==> config.mk <==
export PLATFORM = sky130hd
export DESIGN_NAME = gaussian_blur3
export DESIGN_NICKNAME = d
export VERILOG_FILES = /design/src/rtl/gaussian_blur3.sv
export SDC_FILE = /design/constraint.sdc
export NUM_CORES = 1
export LEC_CHECK = 0
export BUFFER_PORTS_ARGS = -buffer_cell sky130_fd_sc_hd__buf_2
export CORE_MARGIN = 3
export CORE_UTILIZATION = 51
export CTS_CLUSTER_DIAMETER = 50
export CTS_CLUSTER_SIZE = 28
export DETAILED_ROUTE_END_ITERATION = 10
export PLACE_DENSITY = 0.69
export SLEW_MARGIN = 20
export SYNTH_ARGS = -nofsm -noshare
export SYNTH_HDL_FRONTEND = slang
export SYNTH_SLANG_ARGS = --single-unit
==> constraint.sdc <==
create_clock -name clk -period 7.9 [get_ports clk]
set_clock_uncertainty 0.2 [all_clocks]
set_input_delay 0.395 -clock clk [delete_from_list [all_inputs] [get_ports clk]]
set_output_delay 0.395 -clock clk [all_outputs]
set_load 0.01 [all_outputs]
==> src/rtl/gaussian_blur3.sv <==
// gaussian_blur3: 3x3 binomial (1 2 1 / 2 4 2 / 1 2 1) blur of a square
// 8-bit greyscale image read from a source BRAM and written in raster order
// to a destination BRAM. Border taps are clamped (edge replicate).
//
// state | meaning
// IDLE  | waiting for start, busy low
// FETCH | issue the 9 clamped tap addresses, one per cycle
// DRAIN | wait READ_LATENCY cycles for the last tap data to be accumulated
// WRITE | one destination write of the rounded result
// DONE  | one-cycle done pulse, then back to IDLE
module gaussian_blur3 #(
  parameter int DIMENSION    = 64,
  parameter int READ_LATENCY = 2
) (
  input  logic                                   clk,
  input  logic                                   rst_in,
  input  logic                                   start,
  output logic [$clog2(DIMENSION*DIMENSION)-1:0] src_addr,
  input  logic [7:0]                             src_pix,
  output logic [$clog2(DIMENSION*DIMENSION)-1:0] dst_addr,
  output logic [7:0]                             dst_data,
  output logic                                   dst_we,
  output logic                                   busy,
  output logic                                   done
);

  localparam int AW = $clog2(DIMENSION*DIMENSION);
  localparam int CW = $clog2(DIMENSION);
  localparam int DW = $clog2(READ_LATENCY+1);

  typedef enum logic [2:0] {IDLE, FETCH, DRAIN, WRITE, DONE} state_t;

  state_t          state;
  logic [CW-1:0]   row, col, nrow, ncol;
  logic [3:0]      tap;
  logic [DW-1:0]   dcnt;
  logic [11:0]     acc, acc_nxt, sum_rnd;
  logic            last_pix;
  logic            vpipe [1:READ_LATENCY];
  logic [2:0]      wpipe [1:READ_LATENCY];

  // Clamped source address of tap k around pixel (r, c).
  function automatic logic [AW-1:0] tap_addr(input logic [CW-1:0] r,
                                             input logic [CW-1:0] c,
                                             input logic [3:0]    k);
    int rr, cc;
    rr = int'(r) + (int'(k) / 3) - 1;
    cc = int'(c) + (int'(k) % 3) - 1;
    if (rr < 0) rr = 0;
    else if (rr > DIMENSION-1) rr = DIMENSION-1;
    if (cc < 0) cc = 0;
    else if (cc > DIMENSION-1) cc = DIMENSION-1;
    return AW'(rr * DIMENSION + cc);
  endfunction

  function automatic logic [2:0] tap_weight(input logic [3:0] k);
    case (k)
      4'd4:                      return 3'd4;
      4'd1, 4'd3, 4'd5, 4'd7:    return 3'd2;
      default:                   return 3'd1;
    endcase
  endfunction

  // Next-pixel coordinates and accumulator update from the delayed tap pipeline.
  always_comb begin
    last_pix = (row == CW'(DIMENSION-1)) && (col == CW'(DIMENSION-1));
    ncol     = col + CW'(1);
    nrow     = (col == CW'(DIMENSION-1)) ? row + CW'(1) : row;
    acc_nxt  = acc;
    if (vpipe[READ_LATENCY])
      acc_nxt = acc + ({4'b0, src_pix} * {9'b0, wpipe[READ_LATENCY]});
    sum_rnd  = acc_nxt + 12'd8;
  end

  // Tap-valid / weight delay line aligning each weight with its returning pixel.
  always_ff @(posedge clk) begin
    if (rst_in) begin
      for (int i = 1; i <= READ_LATENCY; i++) begin
        vpipe[i] <= 1'b0;
        wpipe[i] <= 3'd0;
      end
    end else begin
      vpipe[1] <= (state == FETCH);
      wpipe[1] <= tap_weight(tap);
      for (int i = 2; i <= READ_LATENCY; i++) begin
        vpipe[i] <= vpipe[i-1];
        wpipe[i] <= wpipe[i-1];
      end
    end
  end

  // Sequencing FSM with registered outputs.
  always_ff @(posedge clk) begin
    if (rst_in) begin
      state    <= IDLE;
      row      <= '0;
      col      <= '0;
      tap      <= '0;
      dcnt     <= '0;
      acc      <= '0;
      src_addr <= '0;
      dst_addr <= '0;
      dst_data <= '0;
      dst_we   <= 1'b0;
      busy     <= 1'b0;
      done     <= 1'b0;
    end else begin
      dst_we <= 1'b0;
      done   <= 1'b0;
      acc    <= acc_nxt;
      case (state)
        IDLE: begin
          if (start) begin
            state    <= FETCH;
            row      <= '0;
            col      <= '0;
            tap      <= '0;
            acc      <= '0;
            busy     <= 1'b1;
            src_addr <= tap_addr('0, '0, 4'd0);
          end
        end
        FETCH: begin
          if (tap == 4'd8) begin
            state <= DRAIN;
            dcnt  <= '0;
          end else begin
            tap      <= tap + 4'd1;
            src_addr <= tap_addr(row, col, tap + 4'd1);
          end
        end
        DRAIN: begin
          if (dcnt == DW'(READ_LATENCY-1)) begin
            state    <= WRITE;
            dst_we   <= 1'b1;
            dst_addr <= {row, col};
            dst_data <= sum_rnd[11:4];
          end else begin
            dcnt <= dcnt + DW'(1);
          end
        end
        WRITE: begin
          acc <= '0;
          if (last_pix) begin
            state <= DONE;
            busy  <= 1'b0;
            done  <= 1'b1;
          end else begin
            state    <= FETCH;
            tap      <= '0;
            col      <= ncol;
            row      <= nrow;
            src_addr <= tap_addr(nrow, ncol, 4'd0);
          end
        end
        DONE: state <= IDLE;
        default: state <= IDLE;
      endcase
    end
  end

endmodule

==> flow_summary.toml, run 1 <==
[status]
status = "complete, no violations"

[yosys]
synth_top_area_share_pct = 18.9
synthesis.instances = 1091
synth_top_cells_by_area = "dfxtp_1 (19%), ha_1 (12%), nand2_1 (5.7%)"
synth_seq_area_share_pct = 18.9
synth_edf_count = 0
synth.ff_latch_count = 76
synthesis.area_um2 = 8030
synth.lib_cells_used.distinct = 80
synth_ff_type = "dfxtp_1"
ys.warnings.count = 0
synth_most_common_cell = "nand2_1"
synthesis.area_per_instance_um2 = 7.36
synth_top_area_cell = "dfxtp_1"
synth-async-reset-ratio_pct = 0
most_numerous_cell_types_in_the_synthesized_netlist = "nand2_1 (121), inv_1 (112), nor2_1 (94), a21oi_1 (87), ha_1 (79)"

[detailed_routing]
routed_wire_length_um = 20900
route.detailed.wl_per_inst_um = 15.7
ant_nets = 0
drt_drc_violations_left = 0
drt_iter0_drc = 687
routed-via-count = 7770
drt_pass1_iterations = 5
drt-vias-per-instance = 5.85

[global_route]
grt_pass1_vias = 7021
grt_util_all_layers_pct = 23.9
grt_antenna_before_repair = 0
grt_pass1_wl_um = 34900
grt.overflow.total = 0
maximum_number_of_pins_on_one_net_before_global_route_repair = 61

[min_path]
hold_path_startpoint = "vpipe[1]"
hold_path.class = "reg -> reg"
whs_path_depth = 1
hold-path-endpoint = "vpipe[2]"

[layout]
layout-drive-gt1-share_pct = 9.66
fin_cells = 1329
areaGrowthSynthToFinish_pct = 9.35
final_nets = 1222
antenna_cells = 0
final_core_util_pct = 57.3

[clock_network]
setup_buffers_after_cts = 0
tritoncts_clock_tree = "yes"
worst_skew_pair.late_latency_ps = 340
clockBufferDepth = 2
tritoncts.num_buffers = 9
htree_levels = 3
cts_root_buf = "clkbuf_16"
clk_transition_reported_paths_ps = 60
numClockSinks = 76

[floorplan]
num_io_pins = 46
chipHeight_um = 131
floorplan.initialDensity_pct = 52.4
design.die.area_um2 = 17300
std_cell_rows = 45
floorplan.die.width_um = 131
core_area_um2 = 15300

[setup_path]
cp_data_required_time_ps = 7910
worstPathArrival_ps = 7390
reg2reg_depth = 27
cp-start-kind = "flop"
endpoint_kind = "flop"
r2r_path_end = "src_addr[1]"
cp_max_fo = 13
reg2reg_setup_slack_ps = 520
timing.rr.start = "tap[0]"
timing_worst_setup_path_type = "reg -> reg"

[sta]
period_needed_ps = 7380
final.setup.tns_ps = 0
postLayoutSetupSlackWorst_ps = 524
slew_headroom_pct = 42.0
setup_viol_count_final = 0
tightestPinTransition_ps = 869
final_hold_fails = 0
fmax_ghz = 0.136
maxSlewViolCount = 0
rsz0062_at_grt = "false"
timing.final.crit_share_pct = 93.4

[power]
sequential_power_share_pct = 26.8
power.ir.vdd_worst_v = 0.000158
pwr_density_nw_per_um2 = 170
combinationalPowerShare_pct = 39.6
clock_network_power_share_pct = 33.6
power.leakage_uw = 0.00400
switching_fraction_of_total_power_pct = 34.4
power.net_switching_uw = 512
internal_power_summed_over_all_cells_uw = 978

[placement]
dp.final_hpwl_um = 16300
placedCellCount = 1314
gp_congestion = 0.950
number_of_port_buffers = 45
placement.setup.worst_slack_ps = 342

[run]
max-cap-violations = 0
-- state kept, by name, indices dropped and copies added (netlist names), 3 cells and up --
| signal | cells |
|---|---|
| acc | 12 |
| state | 3 |
| src_addr | 12 |
| row | 6 |
| dst_addr | 12 |
| tap | 4 |
| wpipe | 6 |
| col | 6 |
| dst_data | 8 |
-- placed cells by master (no fill, tap or decap), types with 7 or more instances in the layout --
master,n
o21bai_1,9
nor3_1,25
or3_1,9
xor2_1,12
nand3_1,16
inv_1,112
nor2_1,93
o2111ai_1,11
buf_2,45
nand2_1,121
and2_1,14
o21ai_0,35
buf_4,15
a311oi_1,9
a31oi_1,20
nor2b_1,17
o221ai_1,9
clkbuf_16,9
nand4_1,7
nor4_1,14
a211oi_1,13
o21a_1,15
or2_2,9
nor3b_1,11
ha_1,78
nand2b_1,15
xnor2_1,27
a22oi_1,7
a21o_1,23
a21oi_1,87
fa_1,18
o211ai_1,10
dfxtp_1,75
mux2i_1,8
and3_1,9
-- cells by family (layout without fill, tap and decap cells) --
logic type / after synthesis / count (layout) / share of synthesized area, %
compound gates: 317 / 317 / 27.1
mux: 9 / 9 / 1.14
simple gates: 385 / 385 / 23.4
buf+inv: 166 / 189 / 8.26
xor+xnor: 39 / 39 / 4.25
flops: 76 / 76 / 18.9
other cells: 2 / 6 / 0.0935
fa+ha+maj: 97 / 97 / 16.8
-- routing by layer --
layer,vias to the layer above,wire [µm],global-route usage (%)
li1,3924,-,-
met1,3608,10200,35.3
met2,223,9300,36.7
met3,15,1240,4.44
met4,0,170,3.97
met5,-,0,0
-- power by group through the flow --
| stage | clock network, µW | logic (µW) | registers [µW] |
|---|---|---|---|
| 6_report | 501 | 590 | 400 |
| 5_1_grt | 527 | 653 | 401 |
| 4_1_cts | 508 | 577 | 400 |
| 3_5_place_dp | 0 | 574 | 408 |
| 3_3_place_gp | 0 | 578 | 408 |
| 2_1_floorplan | 0 | 451 | 407 |
-- critical path, stage by stage, from the launching register on --
cell	delay [ps]
dfxtp_2	460
ha_2	360
nor2b_1	90
a32oi_1	320
inv_1	80
ha_1	250
ha_1	210
buf_4	170
nor2b_1	160
o21bai_1	150
a21oi_1	70
or4_1	640
or2_2	380
mux2i_1	190
ha_1	250
inv_1	60
ha_1	210
inv_1	70
fa_1	370
nand2b_1	190
a21o_1	250
a21oi_2	410
nor3_1	110
a221o_1	320
or4_1	520
nor4_1	230
and4_1	410
a21oi_1	120
-- area by class of cell --
| cell class | instances | area (µm²) |
|---|---|---|
| inverters | 114 | 428 |
| clock inverters | 6 | 138 |
| flip-flops and latches | 76 | 1520 |
| multi-input cells | 853 | 5870 |
| clock buffers | 9 | 225 |
| fillers | 1469 | 6530 |
| repair buffers | 60 | 338 |
| well taps | 211 | 264 |
-- through the flow --
stage               hold WS (ps)  area, µm²  total power, µW
finish                       239       8780             1490
global route                 261       8780             1580
CTS                          235       8770             1490
detailed placement           226       8410              982
global placement             216       8410              986
floorplan                    214       8050              858
-- what timing repair did --
| item | CTS | global route |
|---|---|---|
| hold buffers | 0 | 0 |
| resized for setup | 0 | 3 |
| setup endpoints to repair | 0 | 6 |
| endpoints found under the hold margin | 0 | 0 |
-- worst max-delay path by stage --
stage	cells after the start	slack (ps)	from	end
floorplan	31	840	tap[1]	src_addr[1]
global placement	27	520	tap[0]	src_addr[5]
detailed placement	27	340	tap[0]	src_addr[1]
CTS	27	330	tap[0]	src_addr[1]
global route	27	50	tap[0]	src_addr[1]
finish	27	520	tap[0]	src_addr[1]
No activity file was read; power rests on OpenSTA's default activity.
==> inputs of run 2 (changes only) <==
- CORE_MARGIN: 3 -> 10
==> run 2 against run 1 <==
Net effect: setup slack got worse by 42 ps; critical endpoint is now src_addr[2]; clock power decreased by 22%; utilization decreased by 0.55 points; design area decreased by 0.95%; die area increased by 22%; sequential power about the same; clock-buffer cell count unchanged; cell count about the same.
==> flow_summary.toml, run 2 (same netlist as run 1, synthesis figures left out) <==
[status]
status = "complete, no violations"

[run]
max-cap-violations = 0

[clock_network]
cts_root_buf = "clkbuf_16"
setup_buffers_after_cts = 0
worst_skew_pair.late_latency_ps = 350
numClockSinks = 76
tritoncts_clock_tree = "yes"
clk_transition_reported_paths_ps = 60
tritoncts.num_buffers = 9
htree_levels = 3
cts.hold.buffers_added = 0
clockBufferDepth = 2
post_cts_resized = 0

[detailed_routing]
drt_pass1_iterations = 5
drt_iter0_drc = 598
routed_wire_length_um = 21100
drt_drc_violations_left = 0
route.detailed.wl_per_inst_um = 15.9
ant_nets = 0
routed-via-count = 7867
drt-vias-per-instance = 5.92

[floorplan]
num_io_pins = 46
std_cell_rows = 45
core_area_um2 = 15300
design.die.area_um2 = 21200
chipHeight_um = 145
floorplan.initialDensity_pct = 52.4
floorplan.die.width_um = 145

[setup_path]
endpoint_kind = "flop"
timing_worst_setup_path_type = "reg -> reg"
cp_max_fo = 16
cp-start-kind = "flop"
cp_data_required_time_ps = 7920
worstPathArrival_ps = 7440

[sta]
timing.final.crit_share_pct = 93.9
final.setup.tns_ps = 0
finalHoldWorstSlack_ps = 236
period_needed_ps = 7420
setup_viol_count_final = 0
tightestPinTransition_ps = 849
maxSlewViolCount = 0
final_hold_fails = 0
rsz0062_at_grt = "false"
slew_headroom_pct = 43.3
fmax_ghz = 0.135

[power]
power.ir.vdd_worst_v = 0.000186
power.leakage_uw = 0.00397
pwr_density_nw_per_um2 = 159

[layout]
areaGrowthSynthToFinish_pct = 8.30
fin_cells = 1330
reg.largest.list = "acc x12, dst_addr x12, src_addr x12"
layout.cells.most_common = "nand2_1"
antenna_cells = 0
most-common-layout-cells = "nand2_1 (121), inv_1 (112), nor2_1 (93), a21oi_1 (87), ha_1 (79)"
n_fill_cell = 1542
final_nets = 1222
layout-drive-gt1-share_pct = 9.56

[global_route]
grt_pass1_wl_um = 35300
grt_antenna_before_repair = 0
grt.overflow.total = 0
maximum_number_of_pins_on_one_net_before_global_route_repair = 61
grt_util_all_layers_pct = 19.3
grt_pass1_vias = 7149

[placement]
gp_congestion = 0.936
number_of_port_buffers = 45
placedCellCount = 1314
dp.final_hpwl_um = 16600

[min_path]
hold_path.class = "reg -> reg"
==> run 2: cell types whose count changed in the layout (fill, tap and decap cells not counted) <==
cell,change
inv_6,+3
dfxtp_2,-1
ha_2,-1
clkinv_4,+1
bufinv_16,-4
ha_1,+1
dfxtp_1,+1
clkinv_2,+1
==> run 2: through the flow <==
stage	area (µm²)	setup slack, ps	total power, µW	utilization (%)
after floorplan	8050	842	858	-
after global placement	8410	683	983	54.9
after detailed placement	8410	555	980	54.9
after CTS	8690	537	1380	56.8
after global routing	8700	68.5	1470	56.8
final	8700	483	1380	56.8
==> run 2: cell type report <==
class / instances / area, µm² / share of cell area, %
inverters: 114 / 428 / 4.92
multi-input cells: 853 / 5860 / 67.4
flip-flops and latches: 76 / 1520 / 17.5
repair buffers: 60 / 338 / 3.88
clock buffers: 9 / 225 / 2.59
well taps: 211 / 264 / 3.04
clock inverters: 7 / 57.6 / 0.662
==> run 2: path summary, 6_finish.rpt <==
path	start	end	slack, ps	cells after the start
setup reg to reg	tap[0]	src_addr[2]	480	27
hold / removal	wpipe[1][0]	wpipe[2][0]	240	1
hold reg to reg	wpipe[1][0]	wpipe[2][0]	240	1
setup / recovery	tap[0]	src_addr[2]	480	27
==> run 2: report_power, final <==
part           internal [µW]  total, µW  switching, µW
clock                    217        393            176
combinational            244        587            343
sequential               391        400           8.77
==> run 2: per-layer routing <==
metal	vias up	track usage (%)	wire, µm
li1	3939	-	-
met1	3670	27.6	10300
met2	238	29.9	9410
met3	20	3.20	1220
met4	0	3.89	216
met5	-	0	0
==> run 2: worst max-delay path, stage by stage, from the launching register on <==
cell	delay, ps
dfxtp_1	440
ha_1	280
buf_4	190
a32oi_1	370
inv_1	80
ha_1	250
ha_1	210
buf_4	170
nor2b_1	160
o21bai_1	150
a21oi_1	70
or4_1	660
or2_2	380
mux2i_1	210
ha_1	260
inv_1	60
ha_1	180
inv_1	60
fa_1	370
nand2b_1	190
a21o_1	270
a21oi_2	410
nor3_1	110
a221o_1	320
or4_1	490
nor4_1	240
and4_1	390
a2bb2oi_1	110
